File: src/rtl/i2c_pkg.sv
// Shared I2C definitions: FSM state encoding, ACK/NACK levels and the default target address.
package i2c_pkg;

    localparam int unsigned BYTE_W = 8;
    localparam int unsigned ADDR_W = 7;

    localparam logic [ADDR_W-1:0] I2C_DEFAULT_ADDR = 7'b0101011;

    localparam logic ACK  = 1'b0;
    localparam logic NACK = 1'b1;

    typedef enum logic [3:0] {
        ST_IDLE,
        ST_ADDR,
        ST_ADDR_ACK,
        ST_RX_BYTE,
        ST_RX_ACK,
        ST_TX_LOAD,
        ST_TX_BYTE,
        ST_TX_ACK,
        ST_IGNORE
    } i2c_state_e;

    // General call (address 0) is never claimed.
    function automatic logic addr_match(input logic [ADDR_W-1:0] rx_addr,
                                        input logic [ADDR_W-1:0] own_addr);
        return (rx_addr == own_addr) && (rx_addr != '0);
    endfunction

endpackage

File: src/rtl/i2c_bus_sync.sv
// SCL/SDA input synchroniser with registered edge, START and STOP strobes.
// sda_lvl is the synchronised SDA level aligned with the strobes.
module i2c_bus_sync #(
    parameter int unsigned SYNC_STAGES = 2
) (
    input  logic clk_in,
    input  logic rst,
    input  logic scl_in,
    input  logic sda_in,
    output logic sda_lvl,
    output logic scl_rise,
    output logic scl_fall,
    output logic start_det,
    output logic stop_det
);

    logic [SYNC_STAGES-1:0] scl_sync_q, scl_sync_d;
    logic [SYNC_STAGES-1:0] sda_sync_q, sda_sync_d;
    logic scl_prev_q, scl_prev_d, sda_prev_q, sda_prev_d;
    logic scl_rise_q, scl_rise_d, scl_fall_q, scl_fall_d;
    logic start_q, start_d, stop_q, stop_d;
    logic scl_cur, sda_cur;

    assign scl_cur = scl_sync_q[SYNC_STAGES-1];
    assign sda_cur = sda_sync_q[SYNC_STAGES-1];

    always_comb begin
        scl_sync_d = {scl_sync_q[SYNC_STAGES-2:0], scl_in};
        sda_sync_d = {sda_sync_q[SYNC_STAGES-2:0], sda_in};
        scl_prev_d = scl_cur;
        sda_prev_d = sda_cur;
        scl_rise_d = scl_cur & ~scl_prev_q;
        scl_fall_d = ~scl_cur & scl_prev_q;
        start_d    = scl_cur & scl_prev_q & sda_prev_q & ~sda_cur;
        stop_d     = scl_cur & scl_prev_q & ~sda_prev_q & sda_cur;
    end

    // Synchronisers preset to the idle (released) bus level.
    always_ff @(posedge clk_in or posedge rst) begin
        if (rst) begin
            scl_sync_q <= '1;
            sda_sync_q <= '1;
            scl_prev_q <= 1'b1;
            sda_prev_q <= 1'b1;
            scl_rise_q <= 1'b0;
            scl_fall_q <= 1'b0;
            start_q    <= 1'b0;
            stop_q     <= 1'b0;
        end else begin
            scl_sync_q <= scl_sync_d;
            sda_sync_q <= sda_sync_d;
            scl_prev_q <= scl_prev_d;
            sda_prev_q <= sda_prev_d;
            scl_rise_q <= scl_rise_d;
            scl_fall_q <= scl_fall_d;
            start_q    <= start_d;
            stop_q     <= stop_d;
        end
    end

    assign sda_lvl   = sda_prev_q;
    assign scl_rise  = scl_rise_q;
    assign scl_fall  = scl_fall_q;
    assign start_det = start_q;
    assign stop_det  = stop_q;

endmodule

File: src/rtl/i2c_slave_target.sv
// I2C target endpoint: address match, ACK, byte receive and byte transmit.
// Define I2C_SLAVE_STRETCH_EN to stretch SCL while tx_valid is low instead of sending 8'hFF.
module i2c_slave_target
    import i2c_pkg::*;
#(
    parameter logic [ADDR_W-1:0] SLAVE_ADDR  = I2C_DEFAULT_ADDR,
    parameter int unsigned       SYNC_STAGES = 2
) (
    input  logic              clk_in,
    input  logic              rst,
    input  logic              scl_in,
    input  logic              sda_in,
    output logic              sda_oe,
    output logic              scl_oe,
    output logic [BYTE_W-1:0] rx_data,
    output logic              rx_valid,
    output logic              rx_first,
    input  logic [BYTE_W-1:0] tx_data,
    input  logic              tx_valid,
    output logic              tx_ready,
    output logic              busy,
    output logic              addressed
);

    logic sda_lvl, scl_rise, scl_fall, start_det, stop_det;

    i2c_bus_sync #(.SYNC_STAGES(SYNC_STAGES)) u_sync (
        .clk_in    (clk_in),
        .rst       (rst),
        .scl_in    (scl_in),
        .sda_in    (sda_in),
        .sda_lvl   (sda_lvl),
        .scl_rise  (scl_rise),
        .scl_fall  (scl_fall),
        .start_det (start_det),
        .stop_det  (stop_det)
    );

    i2c_state_e        state_q, state_d;
    logic [2:0]        bit_cnt_q, bit_cnt_d;
    logic [BYTE_W-1:0] shift_q, shift_d, rx_data_q, rx_data_d, byte_in;
    logic rw_q, rw_d, first_q, first_d, rx_pend_q, rx_pend_d, rx_fpend_q, rx_fpend_d;
    logic sda_oe_q, sda_oe_d, rx_valid_q, rx_valid_d, rx_first_q, rx_first_d;
    logic tx_ready_q, tx_ready_d, busy_q, busy_d, addressed_q, addressed_d;
`ifdef I2C_SLAVE_STRETCH_EN
    logic scl_oe_q, scl_oe_d;
`else
    logic [BYTE_W-1:0] tx_fill;
    assign tx_fill = tx_valid ? tx_data : 8'hFF;
`endif

    assign byte_in = {shift_q[BYTE_W-2:0], sda_lvl};

    always_comb begin
        state_d     = state_q;
        bit_cnt_d   = bit_cnt_q;
        shift_d     = shift_q;
        rw_d        = rw_q;
        first_d     = first_q;
        rx_data_d   = rx_data_q;
        rx_pend_d   = 1'b0;
        rx_fpend_d  = 1'b0;
        rx_valid_d  = rx_pend_q;
        rx_first_d  = rx_pend_q & rx_fpend_q;
        sda_oe_d    = sda_oe_q;
        tx_ready_d  = 1'b0;
        busy_d      = busy_q;
        addressed_d = addressed_q;
`ifdef I2C_SLAVE_STRETCH_EN
        scl_oe_d    = scl_oe_q;
`endif
        // Bus conditions override any bit-level activity.
        if (stop_det) begin
            state_d     = ST_IDLE;
            busy_d      = 1'b0;
            addressed_d = 1'b0;
            sda_oe_d    = 1'b0;
`ifdef I2C_SLAVE_STRETCH_EN
            scl_oe_d    = 1'b0;
`endif
        end else if (start_det) begin
            state_d     = ST_ADDR;
            busy_d      = 1'b1;
            addressed_d = 1'b0;
            sda_oe_d    = 1'b0;
            bit_cnt_d   = 3'd0;
`ifdef I2C_SLAVE_STRETCH_EN
            scl_oe_d    = 1'b0;
`endif
        end else begin
            case (state_q)
                ST_ADDR: if (scl_rise) begin
                    shift_d   = byte_in;
                    bit_cnt_d = bit_cnt_q + 3'd1;
                    if (bit_cnt_q == 3'd7) begin
                        rw_d    = byte_in[0];
                        first_d = 1'b1;
                        state_d = addr_match(byte_in[BYTE_W-1:1], SLAVE_ADDR) ? ST_ADDR_ACK : ST_IGNORE;
                    end
                end
                // First fall drives ACK; a read leaves at the ACK rise, a write at the next fall.
                ST_ADDR_ACK, ST_RX_ACK: begin
                    if (scl_fall) begin
                        if (!sda_oe_q) begin
                            sda_oe_d    = 1'b1;
                            addressed_d = 1'b1;
                        end else begin
                            sda_oe_d = 1'b0;
                            state_d  = ST_RX_BYTE;
                        end
                    end else if (scl_rise && sda_oe_q && rw_q) begin
                        state_d = ST_TX_LOAD;
                    end
                end
                ST_RX_BYTE: if (scl_rise) begin
                    shift_d   = byte_in;
                    bit_cnt_d = bit_cnt_q + 3'd1;
                    if (bit_cnt_q == 3'd7) begin
                        rx_data_d  = byte_in;
                        rx_pend_d  = 1'b1;
                        rx_fpend_d = first_q;
                        first_d    = 1'b0;
                        state_d    = ST_RX_ACK;
                    end
                end
                ST_TX_LOAD: begin
`ifdef I2C_SLAVE_STRETCH_EN
                    if ((scl_oe_q || scl_fall) && tx_valid) begin
                        shift_d    = tx_data;
                        sda_oe_d   = ~tx_data[BYTE_W-1];
                        tx_ready_d = 1'b1;
                        state_d    = ST_TX_BYTE;
                    end else if (scl_fall) begin
                        scl_oe_d = 1'b1;
                    end
`else
                    if (scl_fall) begin
                        shift_d    = tx_fill;
                        sda_oe_d   = ~tx_fill[BYTE_W-1];
                        tx_ready_d = tx_valid;
                        state_d    = ST_TX_BYTE;
                    end
`endif
                end
                ST_TX_BYTE: begin
`ifdef I2C_SLAVE_STRETCH_EN
                    scl_oe_d = 1'b0;
`endif
                    if (scl_fall) begin
                        bit_cnt_d = bit_cnt_q + 3'd1;
                        if (bit_cnt_q == 3'd7) begin
                            sda_oe_d = 1'b0;
                            state_d  = ST_TX_ACK;
                        end else begin
                            sda_oe_d = ~shift_q[BYTE_W-2];
                            shift_d  = {shift_q[BYTE_W-2:0], 1'b0};
                        end
                    end
                end
                ST_TX_ACK: if (scl_rise) begin
                    state_d = (sda_lvl == ACK) ? ST_TX_LOAD : ST_IGNORE;
                end
                ST_IDLE, ST_IGNORE: ;
                default: state_d = ST_IDLE;
            endcase
        end
    end

    always_ff @(posedge clk_in or posedge rst) begin
        if (rst) begin
            state_q     <= ST_IDLE;
            bit_cnt_q   <= 3'd0;
            shift_q     <= '0;
            rw_q        <= 1'b0;
            first_q     <= 1'b0;
            rx_data_q   <= '0;
            rx_pend_q   <= 1'b0;
            rx_fpend_q  <= 1'b0;
            rx_valid_q  <= 1'b0;
            rx_first_q  <= 1'b0;
            sda_oe_q    <= 1'b0;
            tx_ready_q  <= 1'b0;
            busy_q      <= 1'b0;
            addressed_q <= 1'b0;
`ifdef I2C_SLAVE_STRETCH_EN
            scl_oe_q    <= 1'b0;
`endif
        end else begin
            state_q     <= state_d;
            bit_cnt_q   <= bit_cnt_d;
            shift_q     <= shift_d;
            rw_q        <= rw_d;
            first_q     <= first_d;
            rx_data_q   <= rx_data_d;
            rx_pend_q   <= rx_pend_d;
            rx_fpend_q  <= rx_fpend_d;
            rx_valid_q  <= rx_valid_d;
            rx_first_q  <= rx_first_d;
            sda_oe_q    <= sda_oe_d;
            tx_ready_q  <= tx_ready_d;
            busy_q      <= busy_d;
            addressed_q <= addressed_d;
`ifdef I2C_SLAVE_STRETCH_EN
            scl_oe_q    <= scl_oe_d;
`endif
        end
    end

    assign sda_oe    = sda_oe_q;
    assign rx_data   = rx_data_q;
    assign rx_valid  = rx_valid_q;
    assign rx_first  = rx_first_q;
    assign tx_ready  = tx_ready_q;
    assign busy      = busy_q;
    assign addressed = addressed_q;
`ifdef I2C_SLAVE_STRETCH_EN
    assign scl_oe    = scl_oe_q;
`else
    assign scl_oe    = 1'b0;
`endif

endmodule

File: config.mk
export PLATFORM = sky130hd
export DESIGN_NAME = i2c_slave_target
export DESIGN_NICKNAME = d
export VERILOG_FILES = /design/src/rtl/i2c_pkg.sv /design/src/rtl/i2c_bus_sync.sv /design/src/rtl/i2c_slave_target.sv
export SDC_FILE = /design/constraint.sdc
export NUM_CORES = 1
export LEC_CHECK = 0
export ABC_AREA = 1
export CAP_MARGIN = 10
export CORE_MARGIN = 8
export CORE_UTILIZATION = 30
export CTS_BUF_LIST = sky130_fd_sc_hd__clkbuf_8
export DETAILED_ROUTE_END_ITERATION = 6
export HOLD_SLACK_MARGIN = 0.03
export SETUP_SLACK_MARGIN = 0.2
export SLEW_MARGIN = 5
export SYNTH_ARGS = -nofsm -noshare
export SYNTH_HDL_FRONTEND = slang
export SYNTH_SLANG_ARGS = --single-unit
File: constraint.sdc
create_clock -name clk_in -period 3.4 [get_ports clk_in]
set_input_delay 0.34 -clock clk_in [delete_from_list [all_inputs] [get_ports clk_in]]
set_output_delay 0.34 -clock clk_in [all_outputs]
set_load 0.01 [all_outputs]
# --- After elaboration in Yosys (flattened, before gate mapping) ---
# Index checks and enable logic that the tools add are counted.
# W data, S select, Z words.
totals:
  ff_bits: 42
  input_bits: 13
  output_inout_bits: 15
classes:
  add_sub_neg: 1
  n_eq_ne: 33
  mux: 60
  bitwise: 16
  n_reduce_logical: 23
op_table:
  columns: ["op", "n"]
  rows:
  - ["$mux W4", 15]
  - ["$mux W1", 32]
  - ["$mux W7", 4]
  - ["$pmux W4 S7", 1]
  - ["$ne A4 B1 Y1 const B", 6]
  - ["$pmux W7 S3", 1]
  - ["$eq A4 B3 Y1 const B", 4]
  - ["$reduce_and A7 Y1", 2]
  - ["$ne A3 B1 Y1 const B", 4]
  - ["$ne A4 B2 Y1 const B", 3]
  - ["$reduce_bool A3 Y1", 4]
  - ["$reduce_and A11 Y1", 1]
  - ["$ne A2 B1 Y1 const B", 5]
  - ["$reduce_and A5 Y1", 2]
  - ["$mux W3", 3]
  - ["$and A1 B1 Y1", 8]
  - ["$eq A4 B2 Y1 const B", 2]
  - ["$mux W8", 1]
  - ["$not A1 Y1", 8]
  - ["$reduce_and A4 Y1", 2]
  - ["$eq A7 B6 Y1 const B", 1]
  - ["$reduce_bool A7 Y1", 1]
  - ["$ne A2 B2 Y1 const B", 3]
  - ["$pmux W3 S2", 1]
  - ["14 further kinds", 19]

# --- Depth between registers and ports, before layout ---
depth:
  depth_word: 8
  ltp_mapped: 11
  mapped_depth_nobuf: 10

# --- Modules after synthesis ---
# From an unflattened synthesis, not the netlist that was laid out.
hier_totals:
  cells_unflattened: 253
  hier_area_um2: 2097.0
by_module_without_submodules:
  columns: ["module", "n_inst", "cells_each", "area_per_inst_um2"]
  rows:
  - ["i2c_slave_target", 1, 231, 1794.2]
  - ["i2c_bus_sync", 1, 22, 302.8]

# --- Worst setup path after synthesis ---
# No wires, ideal clock.
synth_timing:
  path_kind: "register to register"
  startpoint: "register bit_cnt_q[0]"
  endpoint: "register rx_data_q[1] (netlist: rx_data[1])"
  setup_time_ps: 83
  arrival_ps: 1511
  required_ps: 3317
  path_slack_ps: 1807
  stages_incl_launch_ff: 8
  period_less_slack_ps: 1593
  path_cell_list: "dfrtp_1 > ha_1 > ha_1 > inv_1 > nor3_4 > nand4_2 > buf_2 > o21ai_0"
synth_via:
  elab_chain_len: 2
synth_rtl:
  columns: ["item", "line", "source"]
  rows:
  - ["start, declared", "i2c_slave_target.sv:40", "logic [2:0] bit_cnt_q, bit_cnt_d;"]
  - ["start signal, assigned", "i2c_slave_target.sv:190", "bit_cnt_q <= bit_cnt_d;"]
  - ["$eq A3 B3 Y1", "i2c_slave_target.sv:118", "if (bit_cnt_q == 3'd7) begin"]
  - ["$reduce_and A5 Y1 (no source line)", null, null]
  - ["end signal, assigned", "i2c_slave_target.sv:194", "rx_data_q <= rx_data_d;"]
  - ["end, declared", "i2c_slave_target.sv:41", "logic [BYTE_W-1:0] shift_q, shift_d, rx_data_q, rx_data_d, byte_in;"]
# Every way passes these cells.
# A chain may end at the register's enable or synchronous reset.

# --- Final worst setup path ---
layout_timing:
  startpoint: "register bit_cnt_q[0]"
  endpoint: "register rx_data_q[7] (netlist: rx_data[7])"
# The elaborated chain is that of the path after synthesis.

==> run summary <==
Top cell by count, worst path = ha_1
Sw frac = 29.42%
Largest cells by area after synthesis = dfrtp_1 42%, nand2_1 16%, dfstp_2 7.3%
Clk root buf = clkbuf_8
Yosys reg bits = 42
DP Area = 2516 um^2
Pleak = 1.334 nW
Pre-CTS WS = 1.458 ns
Tcrit/Tclk final = 56.24%
Setup ws final = 1.488 ns
Antenna Cells = 0
Die X = 100.6 um
Layout cells sized above 1 = 10.36%
Yosys cell types = 28
Top Ports = 28
H-tree Lvls = 2
Final Hold Viols = 0
Slowest-stage cell, CP = dfrtp_1
Fin nets = 323
Worst Hold Class = reg -> reg
Final Skew = 0.008601 ns
First-pass DRT Iterations = 4
Power density over the cells = 480.6 nW/um^2
CTS tree = yes
Post-synth top area share = 41.96%
Mean routed wirelength per cell = 12.56 um
Post-CTS Setup Bufs = 0
Site row count = 31
Fillers = 735
FMAX = 0.5230 GHz
Congestion Overflow GR = 0
Total Wirelength = 5123 um
Final setup viols = 0
CP arrival = 2.12 ns
Startpoint type of the worst setup path = register
Worst slew pin tran = 0.8932 ns
Clock Latency Late Sink = 0.30 ns
Synth async-reset ratio = 100.0%
Setup TNS = 0 ns
Most common cell in the synthesized netlist = nand2_1
IO buf count = 26
Total Routing Usage GR = 10.67%
Initial core utilization = 30.25%
Largest net degree at the start of global routing = 26
Endpoint type of the worst setup path = register
Vias in the first global route = 1780
Detail Route Antenna Nets = 0
Clock Power Share = 32.0%
Design Area, Final = 2633 um^2
Synthesized area = 2147 um^2
Area delta synth->final = 22.61%
Hold-fix buffers, CTS = 0
Worst Reg-to-Reg Cells = 6
Avg Inst Size Synth = 7.723 um^2
VDD IR max = 0.2933 mV
Total CTS buffers = 5
Initial antenna violation count = 0
Ys flop type = dfrtp_1
Slowest stage delay, CP = 0.37 ns
First-pass GRT wire length = 8466 um
Kind of critical path = reg -> reg
Crit path required time = 3.60 ns
Die area = 10120 um^2
Placer Congestion = 0.9381
Max Root-Sink Buffers = 2
Synth warn = 0
Logic pwr share = 19.3%
Status = completed
Slew margin rel. = 40.08%
DRC Markers = 0
Pins over their slew limit = 0
Tmin final = 1.912 ns
Post-detail-place hpwl = 3884 um
Hold-critical path depth = 0
Core ar. = 7098 um^2
RSZ-0062 raised after global routing = no
Initial detailed-routing violation count = 136
Post-synth top area cell = dfrtp_1
Number of synthesized flops with an enable pin = 0
DR vias/cell = 4.507
Synth Instances = 278
Reg power frac = 48.7%
WHS = 0.3591 ns
Syn nets = 293
Die height = 100.6 um
Critical path, cell by cell = ha_1, ha_1, inv_1, nor3_4, nand4_2, o21ai_0
Sw power = 372.1 uW
Pint = 892.9 uW
Post_cts resized = 0
Top post-synthesis cells by count = 89 x nand2_1, 36 x dfrtp_1, 36 x nor2_1
Clock sink total = 42
Maxcap violations = 0
Vias = 1839
Crit-path max FO = 18
Sequential area share after synthesis = 49.30%
CTS clock-pin slew for the worst setup and hold paths = 0.07 ns
## cell families (layout without fill, tap and decap cells)
group / after synthesis / in the layout / synth area share, %
buf+inv: 38 / 69 / 6.993
compound gates: 27 / 27 / 7.401
other cells: 1 / 1 / 0.1747
fa+ha+maj: 2 / 2 / 1.165
flops: 42 / 42 / 49.30
simple gates: 168 / 168 / 34.97
## power groups by stage
| stage | sequential, mW | clock [mW] | combinational [mW] |
|---|---|---|---|
| floorplan | 0.608 | 0 | 0.181 |
| global placement | 0.620 | 0 | 0.244 |
| detailed placement | 0.623 | 0 | 0.244 |
| CTS | 0.614 | 0.415 | 0.245 |
| global route | 0.623 | 0.436 | 0.282 |
| finish | 0.616 | 0.404 | 0.245 |
## placed cells by master (no fill, tap or decap)
| master | count |
|---|---|
| nor2_2 | 1 |
| nand2_1 | 89 |
| ha_1 | 2 |
| inv_2 | 3 |
| clkdlybuf4s50_1 | 26 |
| nor3_4 | 1 |
| dfrtp_1 | 36 |
| inv_1 | 31 |
| o21ai_2 | 1 |
| dfstp_2 | 6 |
| o31ai_1 | 1 |
| clkinv_1 | 1 |
| nor2_1 | 36 |
| nor3_1 | 4 |
| nand3_1 | 23 |
| a211oi_4 | 1 |
| nand2_2 | 4 |
| conb_1 | 1 |
| bufinv_16 | 1 |
| nand3_2 | 1 |
| o211ai_1 | 1 |
| buf_4 | 1 |
| and2_1 | 1 |
| a21oi_1 | 9 |
| o21ai_0 | 14 |
| nor2_4 | 2 |
| clkbuf_8 | 6 |
| nand2_4 | 3 |
| nand4_2 | 1 |
| nand3b_1 | 1 |
| nand4_1 | 1 |
## state kept, by name, indices dropped and copies added, names as in the netlist, 2 cells and up
register           count
u_sync.scl_sync_q      2
shift_q                7
u_sync.sda_sync_q      2
bit_cnt_q              3
rx_data                8
state_q                4
## critical path, delay by kind of cell (launching register included)
family / cells / cell delay, ns
AOI/OAI and AO/OA: 1 / 0.28
DFF: 1 / 0.37
buffers and inverters: 1 / 0.16
adders and majority gates: 2 / 0.41
and+or+nand+nor: 2 / 0.60
## path summary, 6_finish.rpt
| path | startpoint | to | slack (ns) |
|---|---|---|---|
| min | u_sync.scl_sync_q[0]$_DFF_PP1_ | u_sync.scl_sync_q[1]$_DFF_PP1_ | 0.36 |
| max in group asynchronous | rst | rw_q$_DFFE_PP0P_ | 2.29 |
| max reg2reg | bit_cnt_q[0]$_DFFE_PP0P_ | rx_data[7]$_DFFE_PP0P_ | 1.49 |
| min in group asynchronous | rst | shift_q[1]$_DFFE_PP0P_ | 0.42 |
| max | bit_cnt_q[0]$_DFFE_PP0P_ | rx_data[7]$_DFFE_PP0P_ | 1.49 |
| min reg2reg | u_sync.scl_sync_q[0]$_DFF_PP1_ | u_sync.scl_sync_q[1]$_DFF_PP1_ | 0.36 |
## final cells by class
cell class	count	area (um^2)	area share [%]
clock buffer	6	82.58	3.137
clock inverter	2	33.78	1.283
inverter	34	127.6	4.848
multi-input combinational	198	938.4	35.65
sequential	42	1059	40.21
tap	99	123.9	4.705
timing repair buffer	27	267.8	10.17
## metal layers
metal / track usage, % / vias up / wire length (um)
met5: 0 / - / 0
met4: 5.465 / 0 / 139
met3: 2.348 / 13 / 253
met2: 16.45 / 54 / 2359
met1: 13.64 / 849 / 2371
li1: - / 923 / -
## stage by stage
stage	std cells	power, mW	utilization (%)
after floorplan	278	0.7895	-
after global placement	400	0.8632	35.45
after detailed placement	400	0.8670	35.45
after CTS	408	1.274	37.09
after global routing	408	1.341	37.09
final	408	1.265	37.09
(Power assumes the default switching activity.)
